`src/rtl/pipeline_hazard_ctrl.sv`:
```
// Hazard/stall controller for the 5-stage pipeline: load-use and branch handling,
// EX forwarding select, mul/div start/done sequencing with a timeout watchdog.
module pipeline_hazard_ctrl #(
  parameter int unsigned REG_AW     = 5,
  parameter int unsigned MD_TIMEOUT = 40,
  parameter int unsigned CNT_W      = 16
) (
  input  logic              clk,
  input  logic              rst_n,
  input  logic [REG_AW-1:0] Rs1D,
  input  logic [REG_AW-1:0] Rs2D,
  input  logic [REG_AW-1:0] Rs1E,
  input  logic [REG_AW-1:0] Rs2E,
  input  logic [REG_AW-1:0] RdE,
  input  logic [REG_AW-1:0] RdM,
  input  logic [REG_AW-1:0] RdW,
  input  logic              RegWriteM,
  input  logic              RegWriteW,
  input  logic              MemReadE,
  input  logic              PCSrcE,
  input  logic              MdReqE,
  input  logic              MdDone,
  output logic              en_nF,
  output logic              en_nD,
  output logic              FlushD,
  output logic              FlushE,
  output logic              StallE,
  output logic              FlushM,
  output logic [1:0]        ForwardAE,
  output logic [1:0]        ForwardBE,
  output logic              md_start,
  output logic              md_busy,
  output logic              md_err,
  output logic [CNT_W-1:0]  stall_cnt
);

  localparam logic [1:0] FWD_RF = 2'b00;
  localparam logic [1:0] FWD_W  = 2'b01;
  localparam logic [1:0] FWD_M  = 2'b10;
  localparam logic [7:0] TIMER_LAST = 8'(MD_TIMEOUT - 1);

  typedef enum logic {
    IDLE,
    MD_BUSY
  } state_t;

  state_t            state;
  logic [7:0]        timer;
  logic              lw_stall;
  logic              md_timeout;
  logic [1:0]        fwd_a;
  logic [1:0]        fwd_b;

  // M-stage producer wins over W since it holds the younger value
  always_comb begin
    fwd_a = FWD_RF;
    if (RegWriteM && (RdM != '0) && (RdM == Rs1E))
      fwd_a = FWD_M;
    else if (RegWriteW && (RdW != '0) && (RdW == Rs1E))
      fwd_a = FWD_W;
  end

  always_comb begin
    fwd_b = FWD_RF;
    if (RegWriteM && (RdM != '0) && (RdM == Rs2E))
      fwd_b = FWD_M;
    else if (RegWriteW && (RdW != '0) && (RdW == Rs2E))
      fwd_b = FWD_W;
  end

  always_comb begin
    lw_stall   = MemReadE && (RdE != '0) && ((RdE == Rs1D) || (RdE == Rs2D));
    md_timeout = (state == MD_BUSY) && !MdDone && (timer == TIMER_LAST);
    md_busy    = (state == MD_BUSY);
  end

  // Pipeline controls; everything is forced inactive while reset is asserted
  always_comb begin
    en_nF     = 1'b0;
    en_nD     = 1'b0;
    FlushD    = 1'b0;
    FlushE    = 1'b0;
    StallE    = 1'b0;
    FlushM    = 1'b0;
    md_start  = 1'b0;
    ForwardAE = FWD_RF;
    ForwardBE = FWD_RF;
    if (rst_n) begin
      ForwardAE = fwd_a;
      ForwardBE = fwd_b;
      unique case (state)
        IDLE: begin
          if (MdReqE && !PCSrcE) begin
            md_start = 1'b1;
            en_nF    = 1'b1;
            en_nD    = 1'b1;
            StallE   = 1'b1;
            FlushM   = 1'b1;
          end else begin
            en_nF  = lw_stall;
            en_nD  = lw_stall;
            FlushE = lw_stall | PCSrcE;
            FlushD = PCSrcE;
          end
        end
        MD_BUSY: begin
          // Release on done/timeout lets the EX result advance into M at this edge
          if (!MdDone && !md_timeout) begin
            en_nF  = 1'b1;
            en_nD  = 1'b1;
            StallE = 1'b1;
            FlushM = 1'b1;
          end
        end
        default: ;
      endcase
    end
  end

  always_ff @(posedge clk or negedge rst_n) begin
    if (!rst_n) begin
      state     <= IDLE;
      timer     <= '0;
      md_err    <= 1'b0;
      stall_cnt <= '0;
    end else begin
      if (en_nD && (stall_cnt != '1))
        stall_cnt <= stall_cnt + 1'b1;
      unique case (state)
        IDLE: begin
          if (md_start) begin
            state <= MD_BUSY;
            timer <= '0;
          end
        end
        MD_BUSY: begin
          if (MdDone) begin
            state <= IDLE;
          end else if (md_timeout) begin
            state  <= IDLE;
            md_err <= 1'b1;
          end else begin
            timer <= timer + 1'b1;
          end
        end
        default: state <= IDLE;
      endcase
    end
  end

endmodule
```
`config.mk`:
```
export PLATFORM = sky130hd
export DESIGN_NAME = pipeline_hazard_ctrl
export DESIGN_NICKNAME = d
export VERILOG_FILES = /design/src/rtl/pipeline_hazard_ctrl.sv
export SDC_FILE = /design/constraint.sdc
export NUM_CORES = 1
export LEC_CHECK = 0
export ABC_AREA = 1
export ABC_CLOCK_PERIOD_IN_PS = 2700
export CAP_MARGIN = 40
export CORE_ASPECT_RATIO = 1.25
export CORE_MARGIN = 5
export CORE_UTILIZATION = 49
export CTS_CLUSTER_SIZE = 40
export DETAILED_ROUTE_END_ITERATION = 10
export PLACE_DENSITY_LB_ADDON = 0.08
export SYNTH_ARGS = -nofsm -noshare
export SYNTH_HDL_FRONTEND = slang
export SYNTH_SLANG_ARGS = --single-unit
```
`constraint.sdc`:
```
create_clock -name clk -period 2.7 [get_ports clk]
set_clock_uncertainty 0.05 [all_clocks]
set_input_delay 0.27 -clock clk [delete_from_list [all_inputs] [get_ports clk]]
set_output_delay 0.27 -clock clk [all_outputs]
set_load 0.005 [all_outputs]
```
==> results of run 1 <==
cell usage in the layout (no fill, tap or decap), drive strengths merged, types with 2 or more instances in the layout:
| master | n |
|---|---|
| a211oi | 2 |
| a21oi | 7 |
| buf | 3 |
| clkbuf | 3 |
| clkdlybuf4s50 | 71 |
| dfrtp | 26 |
| ha | 2 |
| inv | 40 |
| nand2 | 96 |
| nand3 | 36 |
| nand4 | 5 |
| nor2 | 28 |
| nor3 | 12 |
| nor4 | 2 |
| o21ai | 6 |
| xnor2 | 14 |
| xor2 | 17 |
worst register-to-register path: stages, from the launching register on:
cell,delay (ns)
dfrtp_1,0.42
ha_1,0.29
nand2_1,0.09
nor2_1,0.05
nand2_1,0.10
nand2_1,0.08
nand2_1,0.10
nand2_2,0.07
nand2_4,0.14
buf_4,0.23
nand2_8,0.12
nand2_1,0.09
nand2_1,0.05
path summary, 6_finish.rpt:
path,startpoint,to,cells past startpoint
setup / recovery,timer[0]$_DFFE_PN0P_,en_nF,9
hold / removal,md_err$_DFFE_PN0P_,md_err$_DFFE_PN0P_,1
setup reg to reg,timer[0]$_DFFE_PN0P_,stall_cnt[1]$_DFFE_PN0P_,12
hold reg to reg,md_err$_DFFE_PN0P_,md_err$_DFFE_PN0P_,1
max in group asynchronous,rst_n,stall_cnt[9]$_DFFE_PN0P_,2
min in group asynchronous,rst_n,stall_cnt[13]$_DFFE_PN0P_,2
sequential cells by signal (all words and copies together), names as in the netlist:
signal     count
stall_cnt     16
timer          8
md_busy        1
md_err         1
metal layers:
metal	vias up	global-route usage [%]
met5	-	0
met2	55	35.9
met4	0	5.42
met1	969	24.6
li1	1109	-
met3	5	2.03
metrics by stage:
stage | area, µm² | std cells | hold WS, ns | setup slack [ns] | total power [mW]
2_1_floorplan | 2080 | 304 | -0.0756 | 0.870 | 0.697
3_3_place_gp | 2830 | 428 | 0.407 | 0.381 | 0.888
6_report | 2900 | 432 | 0.434 | 0.246 | 1.22
5_1_grt | 2900 | 432 | 0.471 | 0.0819 | 1.30
3_5_place_dp | 2830 | 428 | 0.421 | 0.343 | 0.899
4_1_cts | 2900 | 432 | 0.439 | 0.226 | 1.23
power groups by stage:
| stage | Clock [mW] | Sequential [mW] | Combinational, mW |
|---|---|---|---|
| detailed placement | 0 | 0.522 | 0.376 |
| finish | 0.328 | 0.515 | 0.374 |
| global route | 0.348 | 0.531 | 0.418 |
| global placement | 0 | 0.521 | 0.367 |
| CTS | 0.334 | 0.515 | 0.377 |
| floorplan | 0 | 0.510 | 0.187 |
synth_stat cells, drive strengths merged:
master	number	area share (%)
and3	1	0.30
a211oi	2	0.72
nor3	12	2.9
a31o	1	0.42
inv	40	7.2
o22ai	1	0.30
ha	2	1.2
nor3b	1	0.60
nor4	2	0.60
dfrtp	26	31
nand3	36	8.7
o21ai	6	1.4
xor2	17	7.2
buf	6	2.7
a21oi	7	1.7
nand2	96	19
nand4	5	1.5
nor2	28	5.7
xnor2	14	5.9
o21a	1	0.36
logic make-up after synthesis:
| family | after synthesis |
|---|---|
| adders and majority gates | 2 |
| xor gates and xnor gates | 31 |
| AOI/OAI and AO/OA | 18 |
| buffers and inverters | 46 |
| DFF | 26 |
| and+or+nand+nor | 181 |
final cells by class:
cell class / instances / area (µm²)
Inverter: 40 / 150
Multi-Input combinational cell: 232 / 1220
Timing Repair Buffer: 74 / 733
Fill cell: 393 / 1200
Clock buffer: 3 / 41.3
Clock inverter: 1 / 30.0
Sequential cell: 26 / 651
Tap cell: 56 / 70.1
==> flow_summary.ini, run 1 <==
[yosys]
muxShareOfSynthArea_pct = 0
netlist_area_um2 = 2080
ys_types = 30
synthSimpleGateAreaFrac_pct = 39.6
synth.ff_latch_count = 26
synth_area_per_cell_um2 = 6.84
synth_nets = 349
synth_warnings = 0
synth_compound_area_share_pct = 4.94
synth_xor_area_share_pct = 13.1
synthAdderAreaFrac_pct = 1.20
synth_top_family_by_area = simple AND/OR/NAND/NOR gates
synth-seq-area-share_pct = 31.3
syn_inst = 304

[route]
viasPerCell = 4.95
dr_wl_met3_um = 229
drtIter0Drc = 62
drc_errors = 0
m1WireLength_um = 2370
firstDrtPassIters = 4
wl_per_cell_um = 12.7
ant_nets = 0
wl_um = 5480
num_vias = 2138
dr_wl_met2_um = 2820
top_layer = met4

[timing]
fin_setup_tns_ns = 0
drv_slew = 0
period_needed_ns = 2.45
max-slew-margin-rel_pct = 73.2
max_freq_mhz = 407
rsz0062_at_grt = false
finalCritPeriodShare_pct = 90.9
hold_viol_final = 0
worstMarginPinSlew_ns = 0.400
setup_violations = 0

[critical_path]
required_ns = 2.38
worstPathMaxFanout = 9
worstPathCellList = ha_1, nand2_1, nor2_1, nand2_1, nand2_1, nand2_1, nand2_2, nand2_4, clkdlybuf4s50_1
crit_family = simple AND/OR/NAND/NOR gates
worstPathArrival_ns = 2.13
startpoint_type = flip-flop
reg2reg_slack_ns = 0.71
timing.setup.critical_path_class = flip-flop to primary output
critPathBufInv = 1
crit_path_top_delay_cell = clkdlybuf4s50_1
cpMostUsedCell = nand2_1
end_kind = primary output
critPathMaxStageDelay_ns = 0.51

[power]
swShare_pct = 30.6
p_leak_nw = 1.37
p_int_mw = 0.845
power_density_nw_per_um2 = 420
p_sw_mw = 0.372
pwr-share-seq_pct = 42.3
clock_power_share_pct = 26.9
p_comb_share_pct = 30.8
max-vdd-ir-drop_v = 0.000350

[global_routing]
grt_use_total_pct = 20.1
grt_pass1_vias = 2083
grt_first_pass_wirelength_um = 9130
grt_max_degree = 28
grt-ovfl-total = 0
antenna_found_initial = 0

[run]
max-cap-violations = 0

[cts]
cts_resized = 0
postCtsSetupRepairBufs = 0
path_clk_slew_ns = 0.10
clkSinkCount = 26
cts_tree = built
max-clock-path-buffers = 2
htreeDepth = 1
root_buffer = clkbuf_8
holdBufCountCts = 0
worstSkewPairLatency_ns = 0.28
numCtsBuffers = 3

[floorplan]
row_count = 26
die_h_um = 82.8
io-pin-count = 72
die_width_um = 68.3
dieArea_um2 = 5650
start_util_pct = 50.7
core_um2 = 4100

[final_layout]
fin_nets = 422
area_growth_pct = 39.4
drive_gt1_share_pct = 5.85
postLayoutCoreUtil_pct = 70.7
diodes = 0

[run_status]
status = finished clean

[min_path]
min_path_type = flip-flop to flip-flop

[placement]
gp_congestion = 0.878
port_buffers = 71
dp.final_hpwl_um = 4290
Note: power is estimated with default switching activity, not from simulation.
==> inputs of run 2 (changes only) <==
--- a/config.mk
+++ b/config.mk
@@ -9,8 +9,9 @@
 export ABC_CLOCK_PERIOD_IN_PS = 2700
 export CAP_MARGIN = 40
 export CORE_ASPECT_RATIO = 1.25
-export CORE_MARGIN = 5
+export CORE_MARGIN = 10
 export CORE_UTILIZATION = 49
+export CTS_BUF_LIST = sky130_fd_sc_hd__clkbuf_16
 export CTS_CLUSTER_SIZE = 40
 export DETAILED_ROUTE_END_ITERATION = 10
 export PLACE_DENSITY_LB_ADDON = 0.08
==> run 2 against run 1 <==
Against the previous run: sequential share of layout area about the same; fmax increased by 2.0%; combinational power barely moved; utilization up 0.092 points; design area increased by 0.13%; critical path depth is the same; cell count down 0.23%; largest cell class unchanged; largest power group unchanged; highest routed layer unchanged.
==> flow_summary.ini, run 2 (synthesis results as in run 1) <==
[timing]
max_freq_mhz = 416
period_needed_ns = 2.41
setup_violations = 0
max-slew-margin-rel_pct = 71.7
hold_viol_final = 0
fin_hold_ws_ns = 0.424
drv_slew = 0
rsz0062_at_grt = false
worstMarginPinSlew_ns = 0.422
finalCritPeriodShare_pct = 89.1
fin_setup_tns_ns = 0

[min_path]
min_from = md_err$_DFFE_PN0P_
min_path_type = flip-flop to flip-flop

[critical_path]
worstPathArrival_ns = 2.09
end_kind = primary output
worstPathMaxFanout = 6
startpoint_type = flip-flop
critPathMaxStageDelay_ns = 0.46
startpoint = timer[0]$_DFFE_PN0P_
critPathBufInv = 1
timing.setup.critical_path_class = flip-flop to primary output
r2r_start = timer[0]$_DFFE_PN0P_
crit_family = simple AND/OR/NAND/NOR gates
cpMostUsedCell = nand2_1
required_ns = 2.38
crit_path_top_delay_cell = clkdlybuf4s50_1
worstPathCellList = ha_1, nand2_1, nor2_1, nand2_1, nand2_1, nand2_1, nand2_2, nand2_4, clkdlybuf4s50_1

[global_routing]
antenna_found_initial = 0
grt_max_degree = 28
grt-ovfl-total = 0
grt_pass1_vias = 2120
grt_first_pass_wirelength_um = 9860
grt_use_total_pct = 16.3

[final_layout]
fin_area_um2 = 2900
fillCellCount = 375
largestRegisters = stall_cnt x16, timer x8
fin_nets = 422
final_cell_mix = nand2_1 (89), clkdlybuf4s50_1 (71), inv_1 (37)
largest_register_ffs = 16
diodes = 0
drive_gt1_share_pct = 5.60
final_common_cell = nand2_1
area_growth_pct = 39.6
regMostFlops = stall_cnt

[route]
drc_errors = 0
drtIter0Drc = 108
wl_um = 5950
num_vias = 2129
viasPerCell = 4.94
wl_per_cell_um = 13.8
firstDrtPassIters = 4
ant_nets = 0

[cts]
max-clock-path-buffers = 2
cts_tree = built
holdBufCountCts = 0
root_buffer = clkbuf_16
clkSinkCount = 26
postCtsSetupRepairBufs = 0
numCtsBuffers = 3
worstSkewPairLatency_ns = 0.26
htreeDepth = 1
cts_resized = 0
path_clk_slew_ns = 0.06

[placement]
place_area_um2 = 2830
dp.final_hpwl_um = 4880
port_buffers = 71
gp_congestion = 0.913

[floorplan]
core_um2 = 4100
die_h_um = 92.8
die_width_um = 78.3
start_util_pct = 50.7
row_count = 26
io-pin-count = 72
dieArea_um2 = 7260

[power]
p_leak_nw = 1.37
max-vdd-ir-drop_v = 0.000408
power_density_nw_per_um2 = 420

[run_status]
status = finished clean

[run]
max-cap-violations = 0
[run 2: cell types whose count changed in the layout (fill, tap and decap cells not counted)]
cell / delta
clkbuf_8: -3
clkbuf_16: +3
bufinv_16: -1
[run 2: final cells by class]
type | instances | area (µm²) | share of cell area [%]
multi-input cells | 232 | 1220 | 42.1
repair buffers | 74 | 733 | 25.3
flip-flops and latches | 26 | 651 | 22.4
inverters | 40 | 150 | 5.18
clock buffers | 3 | 75.1 | 2.59
well taps | 56 | 70.1 | 2.42
[run 2: final timing paths]
check                                            endpoint  slack, ns  depth (start not counted)
worst max-delay path                                en_nD       0.29                          9
worst min-delay path                   md_err$_DFFE_PN0P_       0.42                          1
worst max register to register   stall_cnt[4]$_DFFE_PN0P_       0.73                         12
worst min register to register         md_err$_DFFE_PN0P_       0.42                          1
min in group asynchronous        stall_cnt[5]$_DFFE_PN0P_       0.47                          2
max in group asynchronous       stall_cnt[13]$_DFFE_PN0P_       1.87                          2
[run 2: where the power goes]
| group | leakage (nW) | switching (mW) | total (mW) | internal [mW] |
|---|---|---|---|---|
| logic | 0.978 | 0.172 | 0.376 | 0.203 |
| clock network | 0.0370 | 0.129 | 0.326 | 0.196 |
| registers | 0.354 | 0.0732 | 0.517 | 0.444 |
[run 2: through the flow]
stage | cells | utilization (%) | setup WS [ns] | power, mW
after global routing | 431 | 70.8 | 0.104 | 1.30
after floorplan | 304 | - | 0.870 | 0.697
after detailed placement | 428 | 68.9 | 0.369 | 0.904
after global placement | 428 | 68.9 | 0.396 | 0.894
final | 431 | 70.8 | 0.294 | 1.22
after CTS | 431 | 70.8 | 0.275 | 1.23
[run 2: worst reg2reg max path, stage by stage (launching register included)]
cell and delay, ns:
dfrtp_1 0.41, ha_1 0.30, nand2_1 0.09, nor2_1 0.06
nand2_1 0.10, nand2_1 0.08, nand2_1 0.10, nand2_2 0.08
nand2_4 0.10, buf_4 0.25, nand2_8 0.13, nand2_1 0.08
nand2_1 0.05
[run 2: layer usage]
layer	GRT usage, %	vias up	wire [µm]
met1	18.3	968	2530
li1	-	1107	-
met2	30.7	48	3140
met5	0	-	0
met4	4.19	0	48
met3	2.80	6	230
